**config.mk**
```make
export PLATFORM = sky130hd
export DESIGN_NAME = time_cnt
export DESIGN_NICKNAME = d
export VERILOG_FILES = /design/src/rtl/clock_pkg.sv /design/src/rtl/seg7_dec.sv /design/src/rtl/time_cnt.sv
export SDC_FILE = /design/constraint.sdc
export NUM_CORES = 1
export LEC_CHECK = 0
export BUFFER_PORTS_ARGS = -buffer_cell sky130_fd_sc_hd__buf_2
export CORE_ASPECT_RATIO = 2
export CORE_MARGIN = 4
export CORE_UTILIZATION = 50
export CTS_BUF_LIST = sky130_fd_sc_hd__clkbuf_8
export DETAILED_ROUTE_END_ITERATION = 10
export HOLD_SLACK_MARGIN = 0.15
export PLACE_DENSITY = 0.68
export SLEW_MARGIN = 20
export SYNTH_ARGS = -nofsm -noshare
export SYNTH_HDL_FRONTEND = slang
export SYNTH_SLANG_ARGS = --single-unit
```
**constraint.sdc**
```tcl
create_clock -name clk -period 7.82 [get_ports clk]
set_input_delay 0.782 -clock clk [delete_from_list [all_inputs] [get_ports clk]]
set_output_delay 0.782 -clock clk [all_outputs]
set_load 0.005 [all_outputs]
```
**src/rtl/clock_pkg.sv**
```systemverilog
// Shared constants for the time-of-day counter: segment patterns and unit limits.
// Latency: none (constants only).
// Backpressure: not applicable.
package clock_pkg;

    // Segment patterns, active-high, bit order {g,f,e,d,c,b,a}
    localparam logic [6:0] SEG_0     = 7'b0111111;
    localparam logic [6:0] SEG_1     = 7'b0000110;
    localparam logic [6:0] SEG_2     = 7'b1011011;
    localparam logic [6:0] SEG_3     = 7'b1001111;
    localparam logic [6:0] SEG_4     = 7'b1100110;
    localparam logic [6:0] SEG_5     = 7'b1101101;
    localparam logic [6:0] SEG_6     = 7'b1111101;
    localparam logic [6:0] SEG_7     = 7'b0000111;
    localparam logic [6:0] SEG_8     = 7'b1111111;
    localparam logic [6:0] SEG_9     = 7'b1101111;
    localparam logic [6:0] SEG_BLANK = 7'b0000000;

    // Wrap limits of each time unit
    localparam int unsigned HOUR_MAX = 23;
    localparam int unsigned MIN_MAX  = 59;
    localparam int unsigned SEC_MAX  = 59;

endpackage

```
**src/rtl/seg7_dec.sv**
```systemverilog
// BCD digit to seven-segment pattern; non-BCD codes go dark.
// Latency: purely combinational.
// Backpressure: none.
module seg7_dec
    import clock_pkg::*;
(
    input  logic [3:0] bcd,
    output logic [6:0] seg
);

    // Table lookup of the digit pattern
    always_comb begin
        seg = SEG_BLANK;
        case (bcd)
            4'd0: seg = SEG_0;
            4'd1: seg = SEG_1;
            4'd2: seg = SEG_2;
            4'd3: seg = SEG_3;
            4'd4: seg = SEG_4;
            4'd5: seg = SEG_5;
            4'd6: seg = SEG_6;
            4'd7: seg = SEG_7;
            4'd8: seg = SEG_8;
            4'd9: seg = SEG_9;
            default: seg = SEG_BLANK;
        endcase
    end

endmodule

```
**src/rtl/time_cnt.sv**
```systemverilog
// 24-hour BCD time-of-day counter with 1 Hz prescaler and manual set pulses.
// Latency: time registers update on the tick edge; set/clear pulses show one cycle later.
// Backpressure: none; every pulse is consumed in the cycle it arrives.
module time_cnt
    import clock_pkg::*;
#(
    parameter int unsigned DIV = 125_000_000
) (
    input  logic       clk,
    input  logic       rst,
    input  logic       set_mode,
    input  logic       inc_hour,
    input  logic       inc_min,
    input  logic       clr_sec,
    output logic [6:0] hour_hi,
    output logic [6:0] hour_lo,
    output logic [6:0] min_hi,
    output logic [6:0] min_lo,
    output logic [6:0] sec_hi,
    output logic [6:0] sec_lo,
    output logic [4:0] hour_bin,
    output logic [5:0] sec_bin,
    output logic       sec_tick
);

    localparam int unsigned PW = (DIV > 1) ? $clog2(DIV) : 1;

    logic [PW-1:0] pre;
    logic [1:0]    h_t;
    logic [3:0]    h_u;
    logic [2:0]    m_t;
    logic [3:0]    m_u;
    logic [2:0]    s_t;
    logic [3:0]    s_u;

    logic tick;
    logic sec_wrap;
    logic min_wrap;
    logic min_carry;
    logic min_step;
    logic hour_step;
    logic [6:0] hour_hi_raw;

    // A clear on the tick cycle swallows the tick: no carry, no pulse
    assign tick      = !set_mode && (pre == PW'(DIV - 1));
    assign sec_wrap  = (sec_bin == 6'(SEC_MAX));
    assign min_wrap  = (m_t == 3'(MIN_MAX / 10)) && (m_u == 4'(MIN_MAX % 10));
    assign min_carry = tick && sec_wrap && !clr_sec;
    assign min_step  = min_carry || (set_mode && inc_min);
    assign hour_step = (min_carry && min_wrap) || (set_mode && inc_hour);

    // Prescaler: held at 0 in set mode so the first tick after release is DIV cycles away
    always_ff @(posedge clk) begin
        if (rst || set_mode || clr_sec) begin
            pre <= '0;
        end else if (pre == PW'(DIV - 1)) begin
            pre <= '0;
        end else begin
            pre <= pre + 1'b1;
        end
    end

    // Seconds: BCD digits and binary copy advance together
    always_ff @(posedge clk) begin
        if (rst || clr_sec) begin
            s_t     <= '0;
            s_u     <= '0;
            sec_bin <= '0;
        end else if (tick) begin
            if (sec_wrap) begin
                s_t     <= '0;
                s_u     <= '0;
                sec_bin <= '0;
            end else begin
                sec_bin <= sec_bin + 1'b1;
                if (s_u == 4'd9) begin
                    s_u <= '0;
                    s_t <= s_t + 1'b1;
                end else begin
                    s_u <= s_u + 1'b1;
                end
            end
        end
    end

    // Minutes: advanced by second carry or by a set pulse; no carry out in set mode
    always_ff @(posedge clk) begin
        if (rst) begin
            m_t <= '0;
            m_u <= '0;
        end else if (min_step) begin
            if (min_wrap) begin
                m_t <= '0;
                m_u <= '0;
            end else if (m_u == 4'd9) begin
                m_u <= '0;
                m_t <= m_t + 1'b1;
            end else begin
                m_u <= m_u + 1'b1;
            end
        end
    end

    // Hours: 23 wraps to 00 with no day carry
    always_ff @(posedge clk) begin
        if (rst) begin
            h_t      <= '0;
            h_u      <= '0;
            hour_bin <= '0;
        end else if (hour_step) begin
            if (hour_bin == 5'(HOUR_MAX)) begin
                h_t      <= '0;
                h_u      <= '0;
                hour_bin <= '0;
            end else begin
                hour_bin <= hour_bin + 1'b1;
                if (h_u == 4'd9) begin
                    h_u <= '0;
                    h_t <= h_t + 1'b1;
                end else begin
                    h_u <= h_u + 1'b1;
                end
            end
        end
    end

    // Registered tick pulse, aligned with the new time values
    always_ff @(posedge clk) begin
        if (rst) begin
            sec_tick <= 1'b0;
        end else begin
            sec_tick <= tick && !clr_sec;
        end
    end

    seg7_dec u_dec_hh (.bcd({2'b00, h_t}), .seg(hour_hi_raw));
    seg7_dec u_dec_hl (.bcd(h_u),          .seg(hour_lo));
    seg7_dec u_dec_mh (.bcd({1'b0, m_t}),  .seg(min_hi));
    seg7_dec u_dec_ml (.bcd(m_u),          .seg(min_lo));
    seg7_dec u_dec_sh (.bcd({1'b0, s_t}),  .seg(sec_hi));
    seg7_dec u_dec_sl (.bcd(s_u),          .seg(sec_lo));

    // Leading hour zero is blanked
    assign hour_hi = (h_t == 2'd0) ? SEG_BLANK : hour_hi_raw;

endmodule

```
==> flow_metrics.py <==
metrics = {
    "logic_synthesis": {
        "yosysTopAreaCellShare_pct": 40.2,
        "syn_area_per_cell_um2": 8.82,
        "ys_async_sr_fraction_pct": 0,
        "yosysTopAreaCell": "dfxtp_1",
        "synth-main-ff-cell": "dfxtp_1",
        "synth.area.top_cells": "dfxtp_1, ha_1, nor2_1",
        "ys_seq_area_share_pct": 40.2,
        "synthCells": 559,
        "synth_top_family_by_area": "simple AND/OR/NAND/NOR gates",
        "synth_mux_area_share_pct": 4.34,
        "synth_seq_cells": 99,
        "synthTopCellsByCount": "dfxtp_1, nor2_1, ha_1",
        "yosys.area_share.xor_xnor_pct": 5.51,
        "synth-simple-area-share_pct": 24.9,
        "synthesis.area_mm2": 0.00493,
        "yosys.area_share.adder_pct": 10.4,
        "synth_warnings": 0,
        "synth.most_common_cell": "dfxtp_1",
        "synth_cell_types": 62,
        "synth_edf_count": 0,
        "synth_compound_area_share_pct": 10.2,
        "synth_nets": 606,
    },
    "sta": {
        "period_needed_ns": 3.65,
        "rsz0062_at_grt": "false",
        "worst_pin_slew_ns": 0.925,
        "fin_tns_setup_ns": 0,
        "clock_skew_ns": 0.0104,
        "maxSlewViolCount": 0,
        "finalCritPeriodShare_pct": 46.7,
        "setup_viol": 0,
        "fmax_ghz": 0.274,
        "worst_slew_margin_rel_pct": 38.3,
        "hold_viol_final": 0,
    },
    "final_layout": {
        "area_growth_pct": 13.0,
        "finalNetCount": 659,
        "diodes": 0,
        "drive_above_1_share_pct": 14.8,
        "fin_area_mm2": 0.00557,
    },
    "cts": {
        "insertion_delay_ns": 0.37,
        "cts-root-buf": "clkbuf_8",
        "cts_tree": "done",
        "post-cts-setup-buffers": 0,
        "cts.sink_count": 99,
        "cts_buffers": 9,
        "h-tree-depth": 3,
        "path_clk_slew_ns": 0.09,
        "cts_resized": 0,
        "clk_path_buf_depth": 2,
        "cts_hold_buf": 0,
    },
    "global_route": {
        "antenna_found_initial": 0,
        "grt_pass1_vias": 3935,
        "grt.overflow.total": 0,
        "grt_max_degree": 40,
        "grt_use_total_pct": 17.5,
        "grt_pass1_wl_um": 16600,
    },
    "floorplan": {
        "die_area_mm2": 0.0116,
        "die-width_um": 78.2,
        "fp-row-count": 51,
        "io-pin-count": 60,
        "start_util_pct": 50.8,
        "coreArea_mm2": 0.00970,
        "fp.dieH_um": 148,
    },
    "setup_path": {
        "reg2regPathDepth": 12,
        "r2r_end": "u_dec_ml.seg[0]",
        "cp_max_fo": 8,
        "worstReg2RegStart": "sec_bin[0]",
        "worstSetupStartpointType": "register",
        "arrival_ns": 3.89,
        "r2r_slack_ns": 4.17,
        "endpoint_kind": "register",
        "required_ns": 8.06,
        "crit_type": "reg2reg",
    },
    "power": {
        "peakVddDrop_uv": 98.7,
        "power_density_mw_per_mm2": 172,
        "p_leak_uw": 0.00223,
    },
    "run": {
        "maxCapViolations": 0,
    },
    "worst_hold_path": {
        "hold_class": "reg2reg",
        "hp-start": "pre[0]",
        "hold_path_end": "pre[0]",
        "worstHoldPathCells": 1,
    },
    "drt": {
        "vias": 3986,
        "drc": 0,
        "drtIter0Drc": 163,
        "routed_wl_um": 9960,
        "routedWlPerCell_um": 13.3,
        "drtPass1Iterations": 4,
        "routed_via_density": 5.34,
        "antenna_left": 0,
    },
    "placed_design": {
        "dpl.hpwl_um": 7610,
        "placed_cell_area_mm2": 0.00532,
        "numPortBuffers": 59,
        "place.gp.congestion": 0.826,
    },
    "run_status": {
        "outcome": "finished, final reports clean",
    },
}
-- report_power, final --
group | internal (uW) | switching [uW]
Combinational | 14.5 | 24.6
Clock | 241 | 167
Sequential | 510 | 3.12
-- routing by layer --
metal  GRT usage, %  share of wire, %
met5              0                 0
met4           7.71               2.3
met3           3.21               3.1
met2           34.5                56
met1           17.1                38
-- registers in the layout, summed over array words and instances (netlist names) --
| name | count |
|---|---|
| u_dec_hl.seg | 7 |
| sec_bin | 6 |
| pre | 27 |
| h_t | 2 |
| hour_bin | 5 |
| m_t | 3 |
| u_dec_hh.seg | 5 |
| h_u | 4 |
| u_dec_mh.seg | 7 |
| u_dec_sl.seg | 7 |
| u_dec_ml.seg | 7 |
| s_t | 3 |
| sec_tick | 1 |
| m_u | 4 |
| s_u | 4 |
| u_dec_sh.seg | 7 |
-- layout make-up --
class | instances | area, um2
clock buffers | 9 | 124
clock inverters | 5 | 128
fillers | 904 | 4130
inverters | 37 | 139
multi-input cells | 405 | 2730
flip-flops and latches | 99 | 1980
well taps | 132 | 165
repair buffers | 60 | 303
-- metrics by stage --
stage               power, uW  setup slack [ns]  instances  hold WS [ns]  utilization, %
finish                    960              4.17        747         0.469            57.4
floorplan                 552              4.79        559         0.430               -
global route              995              3.85        747         0.489            57.4
global placement          563              4.24        733         0.441            54.8
detailed placement        564              3.99        733         0.457            54.8
CTS                       972              4.19        747         0.478            57.4
-- worst max-delay path by stage --
stage	slack (ns)	start	endpoint
after floorplan	4.79	clr_sec	u_dec_ml.seg[6]
after global placement	4.24	clr_sec	u_dec_ml.seg[6]
after detailed placement	3.99	clr_sec	u_dec_ml.seg[0]
after CTS	4.19	sec_bin[0]	u_dec_ml.seg[6]
after global routing	3.85	sec_bin[0]	u_dec_ml.seg[0]
final	4.17	sec_bin[0]	u_dec_ml.seg[0]
-- cell families after synthesis --
| logic type | count (synthesis) |
|---|---|
| AND/OR/NAND/NOR | 238 |
| flip-flops | 99 |
| AO/OA/AOI/OAI | 74 |
| buffers and inverters | 55 |
| adder cells (fa/ha/maj) | 41 |
| XOR/XNOR | 31 |
| multiplexers | 21 |
-- cells in the final DEF (no fill, tap or decap), types with 6 or more instances in the layout --
| master | Yosys | final |
|---|---|---|
| dfxtp_1 | 99 | 99 |
| nor2_1 | 82 | 82 |
| buf_2 | 4 | 59 |
| ha_1 | 41 | 41 |
| nand2_1 | 39 | 39 |
| inv_1 | 37 | 37 |
| nand3_1 | 23 | 23 |
| a21oi_1 | 20 | 20 |
| mux2i_1 | 18 | 18 |
| xor2_1 | 16 | 16 |
| xnor2_1 | 15 | 15 |
| nor2b_1 | 14 | 14 |
| o21ai_0 | 14 | 14 |
| or3_1 | 9 | 9 |
| nor3_1 | 9 | 9 |
| nor4_1 | 9 | 9 |
| clkbuf_8 | 0 | 9 |
| nand4_1 | 8 | 8 |
| nand2b_1 | 6 | 6 |
| and2_1 | 6 | 6 |
| a21o_1 | 6 | 6 |
-- worst max-delay path, stage by stage (launching register included) --
cell,delay (ns)
dfxtp_1,0.40
ha_1,0.25
nor4bb_1,0.53
nand2_1,0.17
nor4_1,0.51
nor2_1,0.18
mux2i_1,0.55
nor2_1,0.19
inv_1,0.15
ha_1,0.17
nor4b_1,0.06
a41oi_1,0.23
o311ai_1,0.13
Note: power is estimated with default switching activity, not from simulation.
